==> src/rtl/rsa_modexp_ctrl.sv <==
// rsa_modexp_ctrl: sequencer for msg^exp mod N using left-to-right binary
// square-and-multiply. Each step goes to an external modular multiplier
// through a start/done handshake. The block also has a per-operation
// watchdog and a saturating count of multiplier operations.
module rsa_modexp_ctrl #(
   parameter int WIDTH   = 32,
   parameter int EXP_W   = 32,
   parameter int TIMEOUT = 1024
) (
   input  logic             clk,
   input  logic             rst,
   input  logic             start,
   input  logic [WIDTH-1:0] msg,
   input  logic [EXP_W-1:0] exp,
   output logic             busy,
   output logic             done,
   output logic [WIDTH-1:0] result,
   output logic             err,
   output logic [7:0]       mm_ops,
   output logic             mm_start,
   output logic [WIDTH-1:0] mm_a,
   output logic [WIDTH-1:0] mm_b,
   input  logic             mm_done,
   input  logic [WIDTH-1:0] mm_p
);

   localparam int CW = (EXP_W > 1) ? $clog2(EXP_W) : 1;
   localparam int TW = $clog2(TIMEOUT + 1);
   localparam logic [TW-1:0] TLIM    = TW'(TIMEOUT - 1);
   localparam logic [CW-1:0] CNT_TOP = CW'(EXP_W - 1);

   typedef enum logic [2:0] {
      S_IDLE, S_SCAN, S_SQ_REQ, S_SQ_WAIT, S_MUL_REQ, S_MUL_WAIT, S_FIN
   } state_t;

   state_t           state_q, state_d;
   logic [WIDTH-1:0] acc_q, acc_d;
   logic [WIDTH-1:0] m_q, m_d;
   logic [EXP_W-1:0] e_q, e_d;
   // cnt holds the bit index of the exponent bit currently at e_q's MSB
   logic [CW-1:0]    cnt_q, cnt_d;
   logic [TW-1:0]    tmr_q, tmr_d;
   logic             start_prev_q;
   logic [7:0]       ops_q, ops_d;
   logic             err_q, err_d;
   logic [WIDTH-1:0] res_q, res_d;
   logic [WIDTH-1:0] mma_q, mma_d;
   logic [WIDTH-1:0] mmb_q, mmb_d;
   logic             accept;

   assign accept   = (state_q == S_IDLE) && start && !start_prev_q;
   assign busy     = (state_q != S_IDLE);
   assign done     = (state_q == S_FIN);
   assign result   = res_q;
   assign err      = err_q;
   assign mm_ops   = ops_q;
   assign mm_a     = mma_q;
   assign mm_b     = mmb_q;

   // State register and datapath registers; reset aborts any run in flight
   always_ff @(posedge clk or posedge rst) begin
      if (rst) begin
         state_q      <= S_IDLE;
         acc_q        <= '0;
         m_q          <= '0;
         e_q          <= '0;
         cnt_q        <= '0;
         tmr_q        <= '0;
         start_prev_q <= 1'b0;
         ops_q        <= '0;
         err_q        <= 1'b0;
         res_q        <= '0;
         mma_q        <= '0;
         mmb_q        <= '0;
      end else begin
         state_q      <= state_d;
         acc_q        <= acc_d;
         m_q          <= m_d;
         e_q          <= e_d;
         cnt_q        <= cnt_d;
         tmr_q        <= tmr_d;
         start_prev_q <= start;
         ops_q        <= ops_d;
         err_q        <= err_d;
         res_q        <= res_d;
         mma_q        <= mma_d;
         mmb_q        <= mmb_d;
      end
   end

   // Next-state logic: exponent scan, square/multiply sequencing, watchdog
   always_comb begin
      state_d  = state_q;
      acc_d    = acc_q;
      m_d      = m_q;
      e_d      = e_q;
      cnt_d    = cnt_q;
      tmr_d    = tmr_q;
      ops_d    = ops_q;
      err_d    = err_q;
      res_d    = res_q;
      mma_d    = mma_q;
      mmb_d    = mmb_q;
      mm_start = 1'b0;

      case (state_q)
         S_IDLE: begin
            if (accept) begin
               m_d   = msg;
               e_d   = exp;
               cnt_d = CNT_TOP;
               ops_d = '0;
               err_d = 1'b0;
               if (exp == '0) begin
                  acc_d   = WIDTH'(1);
                  state_d = S_FIN;
               end else begin
                  state_d = S_SCAN;
               end
            end
         end
         S_SCAN: begin
            // skip leading zeros; the leading one seeds acc with the base
            e_d = e_q << 1;
            if (e_q[EXP_W-1]) begin
               acc_d = m_q;
               if (cnt_q == '0) begin
                  state_d = S_FIN;
               end else begin
                  cnt_d   = cnt_q - 1'b1;
                  state_d = S_SQ_REQ;
               end
            end else begin
               cnt_d = cnt_q - 1'b1;
            end
         end
         S_SQ_REQ, S_MUL_REQ: begin
            mm_start = 1'b1;
            ops_d    = (ops_q == 8'hFF) ? ops_q : ops_q + 8'd1;
            tmr_d    = '0;
            state_d  = (state_q == S_SQ_REQ) ? S_SQ_WAIT : S_MUL_WAIT;
         end
         S_SQ_WAIT, S_MUL_WAIT: begin
            if (mm_done) begin
               acc_d = mm_p;
               if ((state_q == S_SQ_WAIT) && e_q[EXP_W-1]) begin
                  state_d = S_MUL_REQ;
               end else begin
                  // current bit fully processed; bit 0 ends the run
                  e_d = e_q << 1;
                  if (cnt_q == '0) begin
                     state_d = S_FIN;
                  end else begin
                     cnt_d   = cnt_q - 1'b1;
                     state_d = S_SQ_REQ;
                  end
               end
            end else if (tmr_q == TLIM) begin
               err_d   = 1'b1;
               state_d = S_IDLE;
            end else begin
               tmr_d = tmr_q + 1'b1;
            end
         end
         S_FIN: begin
            state_d = S_IDLE;
         end
         default: begin
            state_d = S_IDLE;
         end
      endcase

      // result becomes visible in the FIN cycle, alongside done
      if (state_d == S_FIN) begin
         res_d = acc_d;
      end
      // operands load on entry to REQ and hold through the matching WAIT
      if (state_d == S_SQ_REQ) begin
         mma_d = acc_d;
         mmb_d = acc_d;
      end else if (state_d == S_MUL_REQ) begin
         mma_d = acc_d;
         mmb_d = m_d;
      end
   end

endmodule
==> config.mk <==
export PLATFORM = sky130hd
export DESIGN_NAME = rsa_modexp_ctrl
export DESIGN_NICKNAME = d
export VERILOG_FILES = /design/src/rtl/rsa_modexp_ctrl.sv
export SDC_FILE = /design/constraint.sdc
export NUM_CORES = 1
export LEC_CHECK = 0
export BUFFER_PORTS_ARGS = -buffer_cell sky130_fd_sc_hd__buf_4
export CAP_MARGIN = 30
export CORE_UTILIZATION = 55
export CTS_BUF_LIST = sky130_fd_sc_hd__clkbuf_4 sky130_fd_sc_hd__clkbuf_8
export DETAILED_ROUTE_END_ITERATION = 6
export PLACE_DENSITY = 0.76
export SETUP_SLACK_MARGIN = 0.02
export SLEW_MARGIN = 20
export SYNTH_ARGS = -nofsm -noshare
export SYNTH_HDL_FRONTEND = slang
export SYNTH_SLANG_ARGS = --single-unit
==> constraint.sdc <==
create_clock -name clk -period 8.55 [get_ports clk]
set_input_delay 0.855 -clock clk [delete_from_list [all_inputs] [get_ports clk]]
set_output_delay 0.855 -clock clk [all_outputs]
set_load 0.02 [all_outputs]
==> summary.md <==
| Metric | Value |
|---|---|
| Fill cells | `1,253` |
| Worst VDD drop | `211 uV` |
| Hold Buf Count CTS | `0` |
| Vias in the first global route | `7,558` |
| Post-synthesis register bit count | `221` |
| RSZ-0062 raised after global routing | `false` |
| Syn_area_per_cell | `10.9 um^2` |
| HPWL Detailed | `15,300 um` |
| Slew HR | `27.0%` |
| Critical path peak fanout | `39` |
| Full die area | `0.0182 mm^2` |
| Initial core utilization | `56.2%` |
| First-pass GRT wire length | `38,800 um` |
| LEAKAGE | `6.08 nW` |
| Post-synth ARST share | `100%` |
| Pwr Density | `390 mW/mm^2` |
| Clk_lat worst skew | `530 ps` |
| ANT cells | `0` |
| Max cap viols | `0` |
| Post-CTS setup buffer count | `0` |
| TritonRoute pass-1 iters | `7` |
| Synth warn | `0` |
| Worst-case clock buffer depth | `3` |
| Port buffer count | `207` |
| # setup viols final | `0` |
| CTS H-tree lvls | `2` |
| CTS root buf | `clkbuf_8` |
| Setup Crit Path Kind | `flip-flop to flip-flop` |
| F_max | `249 MHz` |
| Multi-input logic area | `0.00386 mm^2` |
| Via/cell ratio | `5.54` |
| Via Count | `7,446` |
| Mapped Nets | `991` |
| Placer Congestion | `0.797` |
| CP peak stage delay | `850 ps` |
| Post-CTS resize count | `0` |
| Largest net degree at the start of global routing | `100` |
| CP max stage cell | `a22oi_4` |
| # nets final | `1,196` |
| Num CTS Buffers | `37` |
| Max-slew violations | `0` |
| GRT overflow | `0` |
| Initial antenna violation count | `0` |
| CP Capture Type | `flip-flop` |
| CTS Sinks | `221` |
| Layout cell share with drive strength beyond 1 | `33.5%` |
| Critical Path RT | `8960 ps` |
| Layout area overhead | `27.1%` |
| Arrival time at the worst endpoint | `4430 ps` |
| TritonCTS clock tree | `built` |
| Power consumption | `4.82 mW` |
| CP startpoint kind | `flip-flop` |
| Register Area | `0.00553 mm^2` |
| Netlist cell types | `58` |
| Drt initial violations | `381` |
| Core ar. | `0.0173 mm^2` |
| Worst min path class | `input port to flip-flop` |
| Antenna viol nets, final | `0` |
| Worst-path cell chain | `or3_1 -> or2_2 -> or3_4 -> a22oi_4 -> o21ai_0 -> mux2_1` |
| Most frequent cells in the layout | `dfrtp_1, buf_4, nand2_1, mux2_2, mux2_1` |
| Worst-Margin Slew | `1100 ps` |
| Sequential share of the synthesized area | `56.9%` |
| Gate Count Post-Synth | `888` |
| GRT Util Overall | `27.4%` |
| Minimum clock period | `4020 ps` |
| Fin Clk Skew | `16.6 ps` |
| IO Pins | `208` |
| Number of flops mapped to enable cells by yosys | `0` |
| Synth Flop Type | `dfrtp_1` |
| Routed WL per cell | `17.8 um` |
| DRC Markers | `0` |
| Post-Syn Area | `0.00972 mm^2` |
| Die width | `135 um` |
| CTS clk-pin slew, worst paths | `60 ps` |
| FP Rows | `48` |
| WL final | `23,900 um` |
| Final TNS setup | `0 ps` |
| Period utilization | `47.0%` |
| Status | `complete, no violations` |
| Commonest non-fill, non-tap cell in the layout | `dfrtp_1` |
| Die Ht | `135 um` |
| Final Hold Fails | `0` |
==> worst max-delay path: cells and delay by family, from the launching register on <==
kind / cells / cell delay [ps]
mux: 1 / 370
simple gates: 3 / 1740
flops: 1 / 570
compound gates: 2 / 1200
==> worst paths after layout <==
check | end | slack [ps] | cells after the start | from
max | mm_a[31] | 4530 | 6 | state_q[2]
min | start_prev_q | 450 | 1 | start
max reg2reg | mm_a[31] | 4530 | 6 | state_q[2]
min reg2reg | e_q[0] | 480 | 2 | e_q[0]
max in group asynchronous | mm_b[22] | 6570 | 4 | rst
min in group asynchronous | result[4] | 460 | 2 | rst
==> logic make-up after synthesis <==
| family | share of synthesized area (%) |
|---|---|
| adders and majority gates | 0.386 |
| AOI/OAI and AO/OA | 9.63 |
| buffers and inverters | 4.06 |
| xor gates and xnor gates | 1.08 |
| muxes | 14.7 |
| DFF | 56.9 |
| and+or+nand+nor | 13.2 |
==> final cells by class <==
type	instances	area share [%]
Clock buffer	57	5.90
Multi-Input combinational cell	575	31.2
Inverter	39	1.25
Clock inverter	9	0.790
Timing Repair Buffer	219	13.8
Sequential cell	221	44.8
Tap cell	225	2.28
==> metrics by stage <==
stage	util (%)	instance area (um^2)	std cells	hold WS, ps	setup WS, ps
after floorplan	-	9720	888	439	1650
after global placement	66.1	11400	1275	457	4560
after detailed placement	66.6	11500	1279	462	4510
after CTS	71.4	12400	1345	428	4560
after global routing	71.4	12400	1345	428	4370
final	71.4	12400	1345	454	4530
==> synth_stat cells, types with 2 or more instances <==
| library cell | n | share of area (%) |
|---|---|---|
| a21oi_1 | 8 | 0.41 |
| a22o_1 | 5 | 0.45 |
| a22oi_1 | 31 | 2.4 |
| a31oi_1 | 32 | 2.1 |
| and3_1 | 3 | 0.19 |
| buf_1 | 3 | 0.12 |
| buf_2 | 15 | 0.77 |
| buf_4 | 2 | 0.15 |
| buf_6 | 3 | 0.35 |
| clkbuf_1 | 30 | 1.2 |
| dfrtp_1 | 221 | 57 |
| ha_1 | 3 | 0.39 |
| inv_1 | 38 | 1.5 |
| mux2_1 | 55 | 6.4 |
| mux2_2 | 71 | 8.2 |
| nand2_1 | 184 | 7.1 |
| nand2b_1 | 4 | 0.26 |
| nand3_1 | 9 | 0.46 |
| nand4_1 | 6 | 0.39 |
| nor2_1 | 50 | 1.9 |
| nor2b_1 | 3 | 0.19 |
| nor3_1 | 4 | 0.21 |
| nor3b_1 | 3 | 0.23 |
| nor4_1 | 9 | 0.58 |
| nor4bb_1 | 2 | 0.21 |
| o21ai_0 | 17 | 0.88 |
| o21ai_1 | 31 | 1.6 |
| o22ai_1 | 2 | 0.13 |
| or3_1 | 5 | 0.32 |
| xnor2_1 | 6 | 0.54 |
| xor2_1 | 6 | 0.54 |
==> flip-flops by register name, indices dropped and copies added (netlist names) <==
register      count
acc_q            32
cnt_q             5
e_q              32
err               1
m_q              32
mm_a             32
mm_b             32
mm_ops            8
result           32
start_prev_q      1
state_q           3
tmr_q            11
==> per-layer routing <==
metal	share of wire [%]	wire length (um)	up-vias	global-route usage, %
li1	-	-	3489	-
met1	43	10300	3661	36.5
met2	47	11300	240	43.1
met3	7.1	1690	56	7.02
met4	2.6	634	0	10.9
met5	0	0	-	0
==> report_power, final <==
group	leakage (nW)	total [mW]	switching, mW	internal, mW
clock network	0.438	1.02	0.419	0.604
registers	2.82	1.73	0.270	1.46
logic	2.82	2.06	1.19	0.865
total	6.08	4.82	1.88	2.93
Note: power is estimated with default switching activity, not from simulation.
